File: src/rtl/opr_operand_demux.sv
// opr_operand_demux
// Routes one decoder operand to exactly one of four execution units
// (WTR, INC, RESET, WTA) chosen by the OPR select field. All outputs are
// registered, so the unit inputs are glitch-free and lag the inputs by one
// clock. Select codes 0..3 are legal; any other code, including an unknown
// one, is illegal. An illegal code routes nowhere and raises io_sel_err for
// one cycle.
//
// Build option (macro OPR_DEMUX_HOLD_EN):
//   undefined : non-selected outputs are forced to 0 every cycle and an
//               illegal select zeroes all four outputs.
//   defined   : non-selected outputs keep their last value, and an illegal
//               select leaves all four unchanged. io_sel_err still sets.
//               Reset still clears everything.

module opr_operand_demux #(
    parameter int WIDTH     = 8,
    parameter int SEL_WIDTH = 3
) (
    input  logic                 clock,
    input  logic                 reset,
    input  logic [WIDTH-1:0]     io_operand,
    input  logic [SEL_WIDTH-1:0] io_OPR_sel,
    output logic [WIDTH-1:0]     io_WTR_operand,
    output logic [WIDTH-1:0]     io_INC_operand,
    output logic [WIDTH-1:0]     io_RESET_operand,
    output logic [WIDTH-1:0]     io_WTA_operand,
    output logic                 io_sel_err
);

    localparam int NUM_UNITS = 4;

    // Destination units. The enum value is also the index into the operand
    // register array and the legal select code for that unit.
    typedef enum logic [1:0] {
        UNIT_WTR   = 2'd0,
        UNIT_INC   = 2'd1,
        UNIT_RESET = 2'd2,
        UNIT_WTA   = 2'd3
    } unit_e;

    logic [NUM_UNITS-1:0] unitHit;
    logic                 selLegal;

    logic [WIDTH-1:0] unitOperand_q [NUM_UNITS];
    logic [WIDTH-1:0] unitOperand_d [NUM_UNITS];
    logic             selErr_q;
    logic             selErr_d;

    // Decode the select field into a one-hot unit strobe; anything that is
    // not exactly 0..3 (including an unknown value) falls into the default.
    always_comb begin
        unitHit  = '0;
        selLegal = 1'b0;
        case (io_OPR_sel)
            SEL_WIDTH'(UNIT_WTR): begin
                unitHit[UNIT_WTR] = 1'b1;
                selLegal          = 1'b1;
            end
            SEL_WIDTH'(UNIT_INC): begin
                unitHit[UNIT_INC] = 1'b1;
                selLegal          = 1'b1;
            end
            SEL_WIDTH'(UNIT_RESET): begin
                unitHit[UNIT_RESET] = 1'b1;
                selLegal            = 1'b1;
            end
            SEL_WIDTH'(UNIT_WTA): begin
                unitHit[UNIT_WTA] = 1'b1;
                selLegal          = 1'b1;
            end
            default: begin
                unitHit  = '0;
                selLegal = 1'b0;
            end
        endcase
    end

    // Next value for each unit register: the selected unit takes the
    // operand bit-exact, the others either clear or hold depending on build.
    always_comb begin
        for (int u = 0; u < NUM_UNITS; u++) begin
`ifdef OPR_DEMUX_HOLD_EN
            unitOperand_d[u] = unitOperand_q[u];
`else
            unitOperand_d[u] = '0;
`endif
            if (unitHit[u]) begin
                unitOperand_d[u] = io_operand;
            end
        end
        selErr_d = ~selLegal;
    end

    // Output registers with synchronous reset taking priority over routing.
    always_ff @(posedge clock) begin
        if (reset) begin
            for (int u = 0; u < NUM_UNITS; u++) begin
                unitOperand_q[u] <= '0;
            end
            selErr_q <= 1'b0;
        end else begin
            for (int u = 0; u < NUM_UNITS; u++) begin
                unitOperand_q[u] <= unitOperand_d[u];
            end
            selErr_q <= selErr_d;
        end
    end

    assign io_WTR_operand   = unitOperand_q[UNIT_WTR];
    assign io_INC_operand   = unitOperand_q[UNIT_INC];
    assign io_RESET_operand = unitOperand_q[UNIT_RESET];
    assign io_WTA_operand   = unitOperand_q[UNIT_WTA];
    assign io_sel_err       = selErr_q;

endmodule

File: config.mk
export PLATFORM = sky130hd
export DESIGN_NAME = opr_operand_demux
export DESIGN_NICKNAME = d
export VERILOG_FILES = /design/src/rtl/opr_operand_demux.sv
export SDC_FILE = /design/constraint.sdc
export NUM_CORES = 1
export LEC_CHECK = 0
export CAP_MARGIN = 20
export CORE_MARGIN = 3
export CORE_UTILIZATION = 38
export DETAILED_ROUTE_END_ITERATION = 8
export GPL_ROUTABILITY_DRIVEN = 1
export PLACE_DENSITY = 0.77
export SLEW_MARGIN = 20
export SYNTH_ARGS = -nofsm -noshare
export SYNTH_HDL_FRONTEND = slang
export SYNTH_SLANG_ARGS = --single-unit
File: constraint.sdc
create_clock -name clock -period 0.85 [get_ports clock]
set_input_delay 0.17 -clock clock [delete_from_list [all_inputs] [get_ports clock]]
set_output_delay 0.17 -clock clock [all_outputs]
set_load 0.05 [all_outputs]
-- Word-level counts from Yosys, hierarchy flattened
Memories as Yosys holds them, arrays and structs flattened.
Cells that the tools add are included.
- bitwise gates (word level): 5
- eq/ne operators: 3
- reduce and logical (&&, ||, !) cells: 2
- multiplexer cells: 16
- operators with widths (cell ; number):
    two-way mux 8 bit ; 8
    two-way mux 1 bit ; 8
    equality test 3 x 2 -> 1 bit (second input constant) ; 2
    OR 1 bit ; 4
    OR reduction 4 bit ; 1
    equality test 3 x 1 -> 1 bit (second input constant) ; 1
    zero test 3 bit ; 1
    NOT 1 bit ; 1
- RAM bits: 32
- output and inout bits: 33
- bits of input ports: 13
- logic and storage cells: 28
- bits in registers: 1
- memories kept: 1
- memories (name ; words ; bits a word ; read ports ; clocked after memory_dff ; wr ports ; line ; text):
    unitOperand_q ; 4 ; 8 ; 4 ; 0 ; 4 ; 45 ; logic [WIDTH-1:0] unitOperand_q [NUM_UNITS];

-- Logic depth before layout (Yosys ltp)
- depth in word-level cells: 4
- mapped depth: 3
- mapped depth without buffers: 2

-- Least setup slack after synthesis
No wires, ideal clock.
- path kind: input -> register
- start point: in io_OPR_sel[1]
- end point: mem unitOperand_q[0][7]
- slack: 88 ps
- setup time: 65 ps
- stages on the path: 3
- arrival: 697 ps
- cells stage by stage: or2_2 -> clkbuf_1 -> nor2_1
- RTL lines (element ; line ; text):
    from (decl) ; 23 ; input logic [SEL_WIDTH-1:0] io_OPR_sel,
    to (decl) ; 45 ;

-- Worst setup path after layout
- start point: reg selErr_q, in the netlist io_sel_err
- end point: out io_sel_err
- RTL lines (element ; line ; text):
    from (decl) ; 47 ; logic selErr_q;
    from (signal assigned) ; 106 ; selErr_q <= selErr_d;
    to (decl) ; 28 ; output logic io_sel_err
No word-level cell between the ends.

==> impl_metrics.env <==
export IMPL_setup_slack_ns=-0.1928
export IMPL_period_share_pct=122.7
export IMPL_max_cap_violations=0
export IMPL_p_switching_uw=848.5
export IMPL_path_cells="buf_12"
export IMPL_swShare_pct=28.82
export IMPL_layout_drive_gt1_share_pct=79.56
export IMPL_postCtsHoldBufs=0
export IMPL_cts_root_buf="clkbuf_4"
export IMPL_fin_hold_ws_ns=0.2525
export IMPL_cts_sinks=33
export IMPL_ys_types=8
export IMPL_fin_tns_setup_ns=-5.345
export IMPL_seq_area_frac_synth_pct=72.33
export IMPL_grt_max_degree=12
export IMPL_core_um2=2255
export IMPL_syn_nets=94
export IMPL_critical_path_max_stage_delay_ns=0.38
export IMPL_clkTransAtPathRegs_ns=0.12
export IMPL_cp_start_kind="flip-flop"
export IMPL_hold_depth=3
export IMPL_failed_checks="negative setup slack"
export IMPL_cp_end_kind="output port"
export IMPL_htreeDepth=2
export IMPL_cts_buffers=5
export IMPL_period_needed_ns=1.043
export IMPL_fmax_mhz=958.9
export IMPL_start_util_pct=40.51
export IMPL_drv_slew=0
export IMPL_regArea_um2=701.9
export IMPL_hold_violations=0
export IMPL_crit_slowest_cell="dfxtp_2"
export IMPL_hp_start="io_operand[0]"
export IMPL_yosysWarnings=0
export IMPL_fin_util_pct=85.79
export IMPL_maxSlewHeadroom_pct=79.81
export IMPL_min_path_type="in2reg"
export IMPL_hold_end="unitOperand_q[1][0]"
export IMPL_gr_total_overflow=0
export IMPL_die_width_um=55.03
export IMPL_wl_mm=3.534
export IMPL_syn_area_um2=913.4
export IMPL_outcome="complete, but fails checks"
export IMPL_path_delay_family="flip-flops"
export IMPL_vias_per_cell=4.880
export IMPL_internal_power_uw=2095
export IMPL_drt_initial_drc_count=17
export IMPL_die_height_um=55.03
export IMPL_io_pins=46
export IMPL_grt_pass1_wl_mm=4.340
export IMPL_num_vias=810
export IMPL_multi_input_area_um2=294.0
export IMPL_cts_tree="yes"
export IMPL_crit_buf_inv=1
export IMPL_path_class="reg2out"
export IMPL_num_rows=17
export IMPL_crit_fanout=1
export IMPL_io_buffer_count=45
export IMPL_clkPwrFrac_pct=30.9
export IMPL_grt_pass1_vias=809
export IMPL_postSynthAreaPerCell_um2=11.28
export IMPL_p_leak_uw=0.0008152
export IMPL_hpwl_mm=2.029
export IMPL_grt_usage_pct=22.06
export IMPL_dieArea_um2=3028
export IMPL_required_ns=0.68
export IMPL_ys_ff_latch=33
export IMPL_cp_data_arrival_time_ns=0.87
export IMPL_first_pass_iters=3
export IMPL_wl_per_cell_um=21.29
export IMPL_p_per_area_nw_per_um2=1522
export IMPL_nFillCells=91
export IMPL_final_setup_viol_count=34
export IMPL_gp_congestion=0.6869
export IMPL_cts_buffer_depth=2
export IMPL_post_cts_buffers=0
export IMPL_combinationalPowerShare_pct=14.6
export IMPL_tightest_slew_ns=0.3024
export IMPL_area_delta_synth_final_pct=111.8
export IMPL_antenna_found_initial=1
export IMPL_power_frac_seq_pct=54.4
export IMPL_synthCells=81
export IMPL_layout_nets=149
export IMPL_drc=0
export IMPL_rsz0062_at_grt="true"
export IMPL_postRouteAntennaNets=0
export IMPL_ir_drop_v=0.001495
==> power groups by stage <==
stage / clock network, uW / registers (uW) / logic, uW
CTS: 845 / 1600 / 399
detailed placement: 0 / 1630 / 387
global route: 965 / 1600 / 445
finish: 910 / 1600 / 430
floorplan: 0 / 1710 / 72.2
global placement: 0 / 1630 / 374
==> layer usage <==
layer	wire [um]	vias up	GRT usage (%)
met5	0	-	0
met4	83	0	9.717
met3	306	12	9.920
met2	1637	44	37.01
met1	1507	393	23.79
li1	-	361	-
==> synthesized netlist by cell type, drive strengths merged <==
cell type / instances / area (um^2)
and2b: 1 / 8.760
nor2: 32 / 120.1
or2: 1 / 6.260
clkbuf: 3 / 11.26
nand2b: 2 / 12.51
or3b: 8 / 90.09
nand2: 1 / 3.750
dfxtp: 33 / 660.6
==> cell type report <==
type / count / share of cell area [%]
timing repair buffer: 51 / 43.73
sequential: 33 / 36.29
multi-input combinational: 45 / 15.20
clock buffer: 5 / 1.940
tap: 28 / 1.811
clock inverter: 3 / 0.9056
antenna: 1 / 0.1294
==> sequential cells by signal (all words and copies together) (netlist names) <==
signal / count
io_sel_err: 1
unitOperand_q: 32
==> layout by cell type (no fill, tap or decap), drive strengths merged <==
cell type | Yosys | final
and2b | 1 | 1
clkdlybuf4s15 | 0 | 1
or2 | 1 | 1
dfxtp | 33 | 33
nor2 | 32 | 32
diode | 0 | 1
dlymetal6s2s | 0 | 6
nand2b | 2 | 2
buf | 0 | 39
clkinv | 0 | 2
dlygate4sd2 | 0 | 4
nand2 | 1 | 1
clkinvlp | 0 | 1
clkbuf | 3 | 6
or3b | 8 | 8
==> cell families after synthesis <==
kind of cell | after synthesis | synth area share, %
and+or+nand+nor | 45 | 26.44
DFF | 33 | 72.33
buffers and inverters | 3 | 1.233
==> stage by stage <==
step / instance area (um^2) / instances / power [uW] / worst slack (ns)
after floorplan: 913.4 / 81 / 1786 / 0.08823
after global placement: 1748 / 155 / 2005 / -0.4836
after detailed placement: 1748 / 155 / 2019 / -0.5509
after CTS: 1872 / 165 / 2844 / -0.1637
after global routing: 1934 / 166 / 3014 / -0.2082
final: 1934 / 166 / 2944 / -0.1928
==> timing repair <==
item,4_1_cts,5_1_grt
gates cloned,2,0
endpoints found under the hold margin,0,0
pin swaps,12,12
setup endpoints to repair,65,60
resized for setup,48,25
==> worst max-delay path by stage <==
| stage | slack, ns | cells after the start | end | start |
|---|---|---|---|---|
| 2_1_floorplan | 0.09 | 3 | unitOperand_q[0][7] | io_OPR_sel[1] |
| 3_3_place_gp | -0.48 | 4 | unitOperand_q[3][0] | reset |
| 3_5_place_dp | -0.55 | 4 | unitOperand_q[1][1] | reset |
| 4_1_cts | -0.16 | 1 | io_WTA_operand[2] | unitOperand_q[3][2] |
| 5_1_grt | -0.21 | 1 | io_WTR_operand[0] | unitOperand_q[0][0] |
| 6_report | -0.19 | 1 | io_sel_err | io_sel_err |
No activity file was read; power rests on OpenSTA's default activity.
